===== config.mk =====
export PLATFORM = sky130hd
export DESIGN_NAME = instr_program_loader
export DESIGN_NICKNAME = d
export VERILOG_FILES = /design/src/rtl/instr_pkg.sv /design/src/rtl/instr_word_fifo.sv /design/src/rtl/instr_program_loader.sv
export SDC_FILE = /design/constraint.sdc
export NUM_CORES = 1
export LEC_CHECK = 0
export BUFFER_PORTS_ARGS = -buffer_cell sky130_fd_sc_hd__buf_2
export CAP_MARGIN = 40
export CELL_PAD_IN_SITES_DETAIL_PLACEMENT = 0
export CELL_PAD_IN_SITES_GLOBAL_PLACEMENT = 2
export CORE_ASPECT_RATIO = 2
export CORE_MARGIN = 5
export CORE_UTILIZATION = 35
export DETAILED_ROUTE_END_ITERATION = 7
export PLACE_DENSITY_LB_ADDON = 0.1
export SYNTH_ARGS = -nofsm -noshare
export SYNTH_HDL_FRONTEND = slang
export SYNTH_SLANG_ARGS = --single-unit

===== constraint.sdc =====
create_clock -name clk -period 3.9 [get_ports clk]
set_clock_uncertainty 0.05 [all_clocks]
set_input_delay 0.585 -clock clk [delete_from_list [all_inputs] [get_ports clk]]
set_output_delay 0.585 -clock clk [all_outputs]
set_load 0.01 [all_outputs]

===== src/rtl/instr_pkg.sv =====
// ---------------------------------------------------------------------------
// instr_pkg : opcode constants, instruction field positions and the loader
//             state encoding shared by the loader and the instruction decoder.
// Revision  : 1.0
// ---------------------------------------------------------------------------
`default_nettype none

package instr_pkg;

   localparam logic [5:0] OP_ALU_MAX    = 6'd7;
   localparam logic [5:0] OP_BRANCH     = 6'd8;
   localparam logic [5:0] OP_JUMP       = 6'd9;
   localparam logic [5:0] OP_LAST_LEGAL = 6'd9;

   localparam int OPC_MSB = 31;
   localparam int OPC_LSB = 26;
   localparam int RS_MSB  = 25;
   localparam int RS_LSB  = 21;
   localparam int RT_MSB  = 20;
   localparam int RT_LSB  = 16;
   localparam int RD_MSB  = 15;
   localparam int RD_LSB  = 11;
   localparam int IMM_MSB = 15;
   localparam int IMM_LSB = 0;

   typedef enum logic [1:0] {
      ST_IDLE  = 2'd0,
      ST_LOAD  = 2'd1,
      ST_DRAIN = 2'd2,
      ST_DONE  = 2'd3
   } loader_state_e;

endpackage

`default_nettype wire


===== src/rtl/instr_word_fifo.sv =====
// ---------------------------------------------------------------------------
// instr_word_fifo : 2-entry 32-bit synchronous FIFO with push/pop/count.
// Revision        : 1.0
// ---------------------------------------------------------------------------
`default_nettype none

module instr_word_fifo (
   input  logic        clk,
   input  logic        rst_n,
   input  logic        i_push,
   input  logic [31:0] i_wdata,
   input  logic        i_pop,
   output logic [31:0] o_head,
   output logic [1:0]  o_count
);

   logic [31:0] r_mem [2];
   logic        r_rd_ptr;
   logic        r_wr_ptr;
   logic [1:0]  r_count;
   logic        w_push;
   logic        w_pop;

   assign w_push  = i_push && (r_count != 2'd2);
   assign w_pop   = i_pop  && (r_count != 2'd0);
   assign o_head  = r_mem[r_rd_ptr];
   assign o_count = r_count;

   always_ff @(posedge clk or negedge rst_n) begin
      if (!rst_n) begin
         r_mem[0] <= '0;
         r_mem[1] <= '0;
         r_rd_ptr <= 1'b0;
         r_wr_ptr <= 1'b0;
         r_count  <= 2'd0;
      end else begin
         if (w_push) begin
            r_mem[r_wr_ptr] <= i_wdata;
            r_wr_ptr        <= ~r_wr_ptr;
         end
         if (w_pop) begin
            r_rd_ptr <= ~r_rd_ptr;
         end
         case ({w_push, w_pop})
            2'b10:   r_count <= r_count + 2'd1;
            2'b01:   r_count <= r_count - 2'd1;
            default: r_count <= r_count;
         endcase
      end
   end

endmodule

`default_nettype wire


===== src/rtl/instr_program_loader.sv =====
// ---------------------------------------------------------------------------
// instr_program_loader : packs field-level instruction beats into 32-bit words
//                        and writes them sequentially into instruction memory.
// Revision             : 1.0
// ---------------------------------------------------------------------------
`default_nettype none

module instr_program_loader
   import instr_pkg::*;
#(
   parameter int ADDR_W    = 8,
   parameter int BASE_ADDR = 0
) (
   input  logic              clk,
   input  logic              rst_n,
   input  logic              start,
   input  logic              in_valid,
   output logic              in_ready,
   input  logic [5:0]        in_opcode,
   input  logic [4:0]        in_rs,
   input  logic [4:0]        in_rt,
   input  logic [4:0]        in_rd,
   input  logic [15:0]       in_imm,
   input  logic              in_last,
   output logic              mem_we,
   output logic [ADDR_W-1:0] mem_addr,
   output logic [31:0]       mem_wdata,
   input  logic              mem_ready,
   output logic              busy,
   output logic              done,
   output logic              illegal,
   output logic              overflow,
   output logic [ADDR_W:0]   count
);

   localparam logic [ADDR_W-1:0] c_BASE = ADDR_W'(BASE_ADDR);
   localparam logic [ADDR_W+1:0] c_CAP  = {2'b01, {ADDR_W{1'b0}}};

   function automatic logic [31:0] f_encode(
      input logic [5:0]  op,
      input logic [4:0]  rs,
      input logic [4:0]  rt,
      input logic [4:0]  rd,
      input logic [15:0] imm
   );
      logic [31:0] w;
      w = '0;
      w[OPC_MSB:OPC_LSB] = op;
      if (op <= OP_ALU_MAX) begin
         w[RS_MSB:RS_LSB] = rs;
         w[RT_MSB:RT_LSB] = rt;
         w[RD_MSB:RD_LSB] = rd;
      end else if (op == OP_BRANCH) begin
         w[RS_MSB:RS_LSB]   = rs;
         w[RT_MSB:RT_LSB]   = rt;
         w[IMM_MSB:IMM_LSB] = imm;
      end else if (op == OP_JUMP) begin
         w[IMM_MSB:IMM_LSB] = imm;
      end
      return w;
   endfunction

   loader_state_e     r_state;
   loader_state_e     w_state_nxt;
   logic [ADDR_W-1:0] r_addr;
   logic [ADDR_W:0]   r_count;
   logic              r_illegal;
   logic              r_overflow;
   logic              r_busy;
   logic              r_done;

   logic [1:0]        w_occ;
   logic [31:0]       w_head;
   logic              w_accept;
   logic              w_legal;
   logic              w_full;
   logic              w_push;
   logic              w_pop;
   logic              w_start_load;
   logic [ADDR_W+1:0] w_fill;

   // Words in memory plus words still buffered: invariant under a pop.
   assign w_fill       = {1'b0, r_count} + {{ADDR_W{1'b0}}, w_occ};
   assign w_full       = (w_fill == c_CAP);
   assign w_legal      = (in_opcode <= OP_LAST_LEGAL);
   assign in_ready     = (r_state == ST_LOAD) && (w_occ != 2'd2);
   assign w_accept     = in_valid && in_ready;
   assign w_push       = w_accept && w_legal && !w_full;
   assign w_pop        = mem_we && mem_ready;
   assign w_start_load = (r_state == ST_IDLE) && start;

   instr_word_fifo u_fifo (
      .clk     (clk),
      .rst_n   (rst_n),
      .i_push  (w_push),
      .i_wdata (f_encode(in_opcode, in_rs, in_rt, in_rd, in_imm)),
      .i_pop   (w_pop),
      .o_head  (w_head),
      .o_count (w_occ)
   );

   always_comb begin
      w_state_nxt = r_state;
      case (r_state)
         ST_IDLE:  if (start) w_state_nxt = ST_LOAD;
         ST_LOAD:  if (w_accept && in_last) w_state_nxt = ST_DRAIN;
         ST_DRAIN: if (w_occ == 2'd0) w_state_nxt = ST_DONE;
         ST_DONE:  w_state_nxt = ST_IDLE;
         default:  w_state_nxt = ST_IDLE;
      endcase
   end

   always_ff @(posedge clk or negedge rst_n) begin
      if (!rst_n) begin
         r_state    <= ST_IDLE;
         r_addr     <= c_BASE;
         r_count    <= '0;
         r_illegal  <= 1'b0;
         r_overflow <= 1'b0;
         r_busy     <= 1'b0;
         r_done     <= 1'b0;
      end else begin
         r_state <= w_state_nxt;
         r_busy  <= (w_state_nxt == ST_LOAD) || (w_state_nxt == ST_DRAIN);
         r_done  <= (w_state_nxt == ST_DONE);
         if (w_start_load) begin
            r_addr     <= c_BASE;
            r_count    <= '0;
            r_illegal  <= 1'b0;
            r_overflow <= 1'b0;
         end else begin
            if (w_pop) begin
               r_addr  <= r_addr + 1'b1;
               r_count <= r_count + 1'b1;
            end
            if (w_accept && !w_legal) r_illegal <= 1'b1;
            if (w_accept && w_full)   r_overflow <= 1'b1;
         end
      end
   end

   assign mem_we    = (w_occ != 2'd0);
   assign mem_wdata = w_head;
   assign mem_addr  = r_addr;
   assign count     = r_count;
   assign busy      = r_busy;
   assign done      = r_done;
   assign illegal   = r_illegal;
   assign overflow  = r_overflow;

endmodule

`default_nettype wire


==> impl_metrics.env, run 1 <==
export IMPL_dp_slack_ps=657.3
export IMPL_wl_met1_um=4376
export IMPL_async_reset_ff_share_pct=100.0
export IMPL_wl_per_cell_um=17.60
export IMPL_ant_nets=0
export IMPL_clockBufferDepth=2
export IMPL_syn_area_um2=4348
export IMPL_grt_pass1_wl_um=17760
export IMPL_grt_pass1_vias=3282
export IMPL_syn_avg_cell_area_um2=11.59
export IMPL_syn_to_final_growth_pct=22.88
export IMPL_start_util_pct=35.65
export IMPL_status="finished clean"
export IMPL_route_met2_wl_um=5912
export IMPL_worstPathRequired_ps=4120
export IMPL_cts_max_level=3
export IMPL_worst_ep_arrival_time_ps=3440
export IMPL_p_per_area_nw_per_um2=710.6
export IMPL_cp_cell_sequence="ha_1, fa_1, or4_1, a21oi_1, o21ai_0, o21ai_0, ha_1, nor2_1, xor2_1"
export IMPL_yosysSeqAreaShare_pct=52.37
export IMPL_synth_seq_cells=91
export IMPL_worst_slack_ps=683.6
export IMPL_finalCritPeriodShare_pct=82.47
export IMPL_cts_tree="built"
export IMPL_ys_types=43
export IMPL_wl_um=11040
export IMPL_tightest_slew_ps=693.6
export IMPL_dpl_cell_area_um2=5051
export IMPL_cts_hold_buf=0
export IMPL_via_per_inst=5.049
export IMPL_synth_edf_count=0
export IMPL_grt_setup_unrepaired="no"
export IMPL_die_x_um=88.81
export IMPL_clkTransAtPathRegs_ps=70
export IMPL_gp_congestion=0.7654
export IMPL_synth_nets=425
export IMPL_crit_family="adder cells"
export IMPL_synth_commonest_cells="91 x dfrtp_1, 39 x mux2_2, 33 x nand2_1"
export IMPL_insertedDiodeCount=0
export IMPL_max_stage_delay_ps=520
export IMPL_path_buf_inv=0
export IMPL_setup_viol=0
export IMPL_via_count=3166
export IMPL_period_minus_slack_ps=3216
export IMPL_fmax_mhz=310.9
export IMPL_num_rows=57
export IMPL_synthTopCellsByArea="dfrtp_1 52%, mux2_2 10%, mux2i_1 5.1%"
export IMPL_finalHoldViolations=0
export IMPL_stdcell_count=627
export IMPL_overflow=0
export IMPL_cts_made_buffers=9
export IMPL_cts_root_buffer="clkbuf_16"
export IMPL_worstSkewPairLatency_ps=340
export IMPL_irDropWorstVdd_mv=0.2935
export IMPL_reg2regPathDepth=9
export IMPL_antenna_found_initial=0
export IMPL_die_h_um=167.6
export IMPL_first_pass_iters=4
export IMPL_wl_met3_um=472
export IMPL_io_buffer_count=97
export IMPL_die_area_um2=14890
export IMPL_grt_total_usage_pct=15.63
export IMPL_cts_resized=0
export IMPL_worstSetupStartpointType="register"
export IMPL_synth_top_area_share_pct=52.37
export IMPL_top_level_ports=98
export IMPL_drc=0
export IMPL_grt_max_degree=58
export IMPL_slew_viol_final=0
export IMPL_final_nets=525
export IMPL_core_area_um2=12200
export IMPL_path_max_fanout=6
export IMPL_endpoint_kind="register"
export IMPL_dp_final_hpwl_um=8204
export IMPL_yosysMostFrequentCell="dfrtp_1"
export IMPL_slowest_stage="or4_1"
export IMPL_cts_setup_buffers=0
export IMPL_p_leak_uw=0.002624
export IMPL_hold_class="in2async"
export IMPL_design_area_um2=5343
export IMPL_slew_headroom_pct=53.27
export IMPL_yosysWarnings=0
export IMPL_path_class="reg2reg"
export IMPL_drtIter0Drc=100
export IMPL_p_total_uw=3797
export IMPL_dpl_cell_count=611
export IMPL_synthCells=375
export IMPL_cp_depth=9
export IMPL_finalSetupTns_ps=0
export IMPL_drv_cap=0
export IMPL_drive_gt1_share_pct=35.42
export IMPL_top_layer="met4"
export IMPL_synth_top_area_cell="dfrtp_1"
export IMPL_synth_top_flop_cell="dfrtp_1"
export IMPL_cts_sinks=91
## sequential cells by signal, indices dropped and copies added (netlist names)
| register | flops |
|---|---|
| busy | 1 |
| count | 9 |
| done | 1 |
| illegal | 1 |
| mem_addr | 8 |
| overflow | 1 |
| r_state | 2 |
| u_fifo.o_count | 2 |
| u_fifo.r_mem | 64 |
| u_fifo.r_rd_ptr | 1 |
| u_fifo.r_wr_ptr | 1 |
## path summary, 6_finish.rpt
path,to,startpoint,slack (ps)
setup / recovery,u_fifo.o_count[1]$_DFFE_PN0P_,count[0]$_DFFE_PN0P_,680
hold / removal,u_fifo.r_mem[10]$_DFFE_PN0P_,rst_n,40
setup reg to reg,u_fifo.o_count[1]$_DFFE_PN0P_,count[0]$_DFFE_PN0P_,680
hold reg to reg,u_fifo.r_mem[30]$_DFFE_PN0P_,u_fifo.r_mem[30]$_DFFE_PN0P_,440
max in group asynchronous,u_fifo.r_mem[45]$_DFFE_PN0P_,rst_n,3180
min in group clk,u_fifo.r_mem[52]$_DFFE_PN0P_,in_rt[4],420
## power by group
group / switching [uW] / total [uW] / internal [uW]
clock: 409 / 858 / 449
combinational: 707 / 1410 / 701
sequential: 253 / 1530 / 1280
## layout make-up
class	instances	area (um2)
clock buffer	9	225.2
clock inverter	7	66.31
fill	1201	6853
inverter	28	105.1
multi-input combinational	238	1881
sequential	91	2278
tap	147	183.9
timing repair buffer	107	603.1
## per-layer routing
layer	global-route usage (%)	up-vias
met1	18.24	1559
met2	27.09	66
met3	3.294	16
li1	-	1525
met5	0	-
met4	6.184	0
## cells by family after synthesis
family,share of synthesized area (%)
buffers and inverters,4.489
AOI/OAI and AO/OA,12.63
xor gates and xnor gates,3.626
adders and majority gates,2.187
muxes,15.17
DFF,52.37
and+or+nand+nor,9.525
## per-stage QoR
stage               hold slack [ps]  utilization, %
CTS                           31.10           43.81
detailed placement            407.5           41.42
floorplan                     239.4               -
finish                        37.13           43.81
global placement              414.2           40.97
global route                  40.14           43.81
## cell usage in the layout (no fill, tap or decap), types with 3 or more instances in the layout
| master | count |
|---|---|
| and2_1 | 4 |
| ha_1 | 6 |
| mux2i_1 | 22 |
| nor2_1 | 17 |
| inv_1 | 28 |
| nand2_1 | 33 |
| or3_1 | 3 |
| and3_1 | 3 |
| mux2_2 | 39 |
| xor2_1 | 7 |
| nand3_1 | 4 |
| buf_4 | 9 |
| nor3_1 | 3 |
| o21ai_0 | 19 |
| clkbuf_16 | 9 |
| clkinv_4 | 3 |
| a21oi_1 | 8 |
| a22o_1 | 25 |
| xnor2_1 | 11 |
| and4_1 | 3 |
| nand4_1 | 3 |
| dfrtp_1 | 90 |
| buf_2 | 96 |
No activity file was read; power rests on OpenSTA's default activity.
==> run 2: changes to the inputs <==
--- a/config.mk
+++ b/config.mk
@@ -11,7 +11,7 @@
 export CELL_PAD_IN_SITES_GLOBAL_PLACEMENT = 2
 export CORE_ASPECT_RATIO = 2
 export CORE_MARGIN = 5
-export CORE_UTILIZATION = 35
+export CORE_UTILIZATION = 31
 export DETAILED_ROUTE_END_ITERATION = 7
 export PLACE_DENSITY_LB_ADDON = 0.1
 export SYNTH_ARGS = -nofsm -noshare
==> constraint.sdc (replaced) <==
create_clock -name clk -period 2.7 [get_ports clk]
set_clock_uncertainty 0.05 [all_clocks]
set_input_delay 0.405 -clock clk [delete_from_list [all_inputs] [get_ports clk]]
set_output_delay 0.405 -clock clk [all_outputs]
set_load 0.01 [all_outputs]
==> run 2 against run 1 <==
  * Setup slack worse by 610 ps
  * Non-clock buffer count up 21
  * Combinational power rose by 55%
  * Critical endpoint is now u_fifo.r_mem[46]$_DFFE_PN0P_
  * Largest cell class unchanged
==> impl_metrics.env, run 2 (synthesis results as in run 1) <==
export IMPL_status="finished clean"
export IMPL_slew_viol_final=0
export IMPL_num_rows=61
export IMPL_die_x_um=93.74
export IMPL_p_sw_share_pct=35.57
export IMPL_antenna_found_initial=1
export IMPL_wl_um=11640
export IMPL_cts_tree="built"
export IMPL_finalHoldViolations=0
export IMPL_clkTransAtPathRegs_ps=80
export IMPL_ff2ff_setup_slack_ps=70
export IMPL_seq_area_um2=2280
export IMPL_drtIter0Drc=114
export IMPL_worstSetupStartpointType="register"
export IMPL_path_max_fanout=5
export IMPL_net_switching_power_uw=2044
export IMPL_cts_made_buffers=9
export IMPL_hold_class="in2reg"
export IMPL_insertedDiodeCount=0
export IMPL_grt_setup_unrepaired="yes"
export IMPL_irDropWorstVdd_mv=0.4256
export IMPL_fillCellCount=1362
export IMPL_p_total_uw=5747
export IMPL_fmax_mhz=380.9
export IMPL_grt_total_usage_pct=14.42
export IMPL_top_level_ports=98
export IMPL_via_count=3233
export IMPL_cts_max_level=3
export IMPL_reg2regPathDepth=8
export IMPL_dpl_cell_count=669
export IMPL_multiInputGateArea_um2=1957
export IMPL_slowest_stage="fa_2"
export IMPL_cts_root_buffer="clkbuf_16"
export IMPL_drive_gt1_share_pct=40.12
export IMPL_io_buffer_count=97
export IMPL_endpoint="u_fifo.r_mem[46]$_DFFE_PN0P_"
export IMPL_seqPwrFrac_pct=38.9
export IMPL_layout_common_cells="96 x buf_2, 89 x dfrtp_1, 33 x nand2_1, 33 x mux2_2, 28 x inv_1"
export IMPL_tightest_slew_ps=757.1
export IMPL_path_class="reg2reg"
export IMPL_design_area_um2=5660
export IMPL_postLayoutCoreUtil_pct=40.97
export IMPL_clockBufferDepth=2
export IMPL_worst_ep_arrival_time_ps=2800
export IMPL_largest_reg_flops=64
export IMPL_comb_power_share_pct=38.0
export IMPL_start_util_pct=31.47
export IMPL_drv_cap=0
export IMPL_layout_commonest_cell="buf_2"
export IMPL_period_minus_slack_ps=2625
export IMPL_die_area_um2=16640
export IMPL_endpoint_kind="register"
export IMPL_via_per_inst=4.686
export IMPL_finalCritPeriodShare_pct=97.24
export IMPL_syn_to_final_growth_pct=30.19
export IMPL_max_stage_delay_ps=520
export IMPL_path_buf_inv=1
export IMPL_p_leak_uw=0.002741
export IMPL_final_nets=546
export IMPL_regToRegEndpoint="u_fifo.r_mem[46]$_DFFE_PN0P_"
export IMPL_pwr_share_clk_pct=23.1
export IMPL_core_area_um2=13810
export IMPL_setup_viol=0
export IMPL_gp_congestion=0.7509
export IMPL_wl_per_cell_um=16.88
export IMPL_cp_cell_sequence="ha_4, fa_2, nor2_1, and4_1, o21a_2, a2111oi_4, buf_4, mux2_4"
export IMPL_grt_pass1_vias=3508
export IMPL_drc=0
export IMPL_ant_nets=0
export IMPL_crit_path_start="count[0]$_DFFE_PN0P_"
export IMPL_top_register="u_fifo.r_mem"
export IMPL_grt_pass1_wl_um=18390
export IMPL_first_pass_iters=4
export IMPL_cts_sinks=91
export IMPL_p_per_area_nw_per_um2=1015
export IMPL_dpl_cell_area_um2=5261
export IMPL_grt_max_degree=58
export IMPL_stdcell_count=690
export IMPL_dp_final_hpwl_um=8662
export IMPL_overflow=0
export IMPL_p_int_uw=3703
export IMPL_cp_depth=8
export IMPL_slew_headroom_pct=49.53
export IMPL_worstSkewPairLatency_ps=340
export IMPL_reg2reg_from="count[0]$_DFFE_PN0P_"
export IMPL_worstPathRequired_ps=2870
export IMPL_crit_family="adder cells"
export IMPL_die_h_um=177.5
run 2: what timing repair did:
item	4_1_cts	5_1_grt
hold endpoints to repair	23	0
resized for setup	3	8
buffers inserted	4	0
pin swaps	6	2
gates cloned	0	0
setup endpoints to repair	59	66
hold buffers	1	0
run 2: layout make-up:
type	count	share of cell area (%)
Timing Repair Buffer	128	13.51
Multi-Input combinational cell	238	34.57
Inverter	28	1.857
Clock inverter	7	1.636
Clock buffer	9	3.979
Sequential cell	91	40.27
Tap cell	189	4.178
run 2: power groups by stage:
stage | clock [uW] | combinational (uW) | sequential, uW
floorplan | 0 | 1420 | 2130
global placement | 0 | 2150 | 2240
detailed placement | 0 | 2190 | 2260
CTS | 1370 | 2220 | 2240
global route | 1440 | 2440 | 2310
finish | 1330 | 2190 | 2240
run 2: worst min-delay path by stage:
| stage | from | endpoint | slack [ps] | cells past startpoint |
|---|---|---|---|---|
| floorplan | rst_n | busy$_DFF_PN0_ | 60 | 0 |
| global placement | rst_n | u_fifo.r_mem[37]$_DFFE_PN0P_ | 360 | 1 |
| detailed placement | rst_n | u_fifo.r_mem[5]$_DFFE_PN0P_ | 360 | 1 |
| CTS | in_rs[2] | u_fifo.r_mem[23]$_DFFE_PN0P_ | 230 | 2 |
| global route | in_rs[2] | u_fifo.r_mem[23]$_DFFE_PN0P_ | 220 | 2 |
| finish | in_rs[2] | u_fifo.r_mem[23]$_DFFE_PN0P_ | 240 | 2 |
run 2: layer usage:
metal	vias up	GRT usage [%]	part of all wire, %
met5	-	0	0.060
li1	1554	-	-
met2	66	26.40	54
met1	1594	15.80	39
met4	2	5.425	2.3
met3	17	3.352	3.8
run 2: stage by stage:
step	setup TNS, ps	hold WS (ps)	worst slack (ps)
3_3_place_gp	-3636	356.2	-124.8
6_report	0	241.0	74.58
5_1_grt	-41.42	220.1	-23.82
3_5_place_dp	-5259	357.0	-164.9
2_1_floorplan	-573.0	59.41	-35.73
4_1_cts	0	229.8	11.13
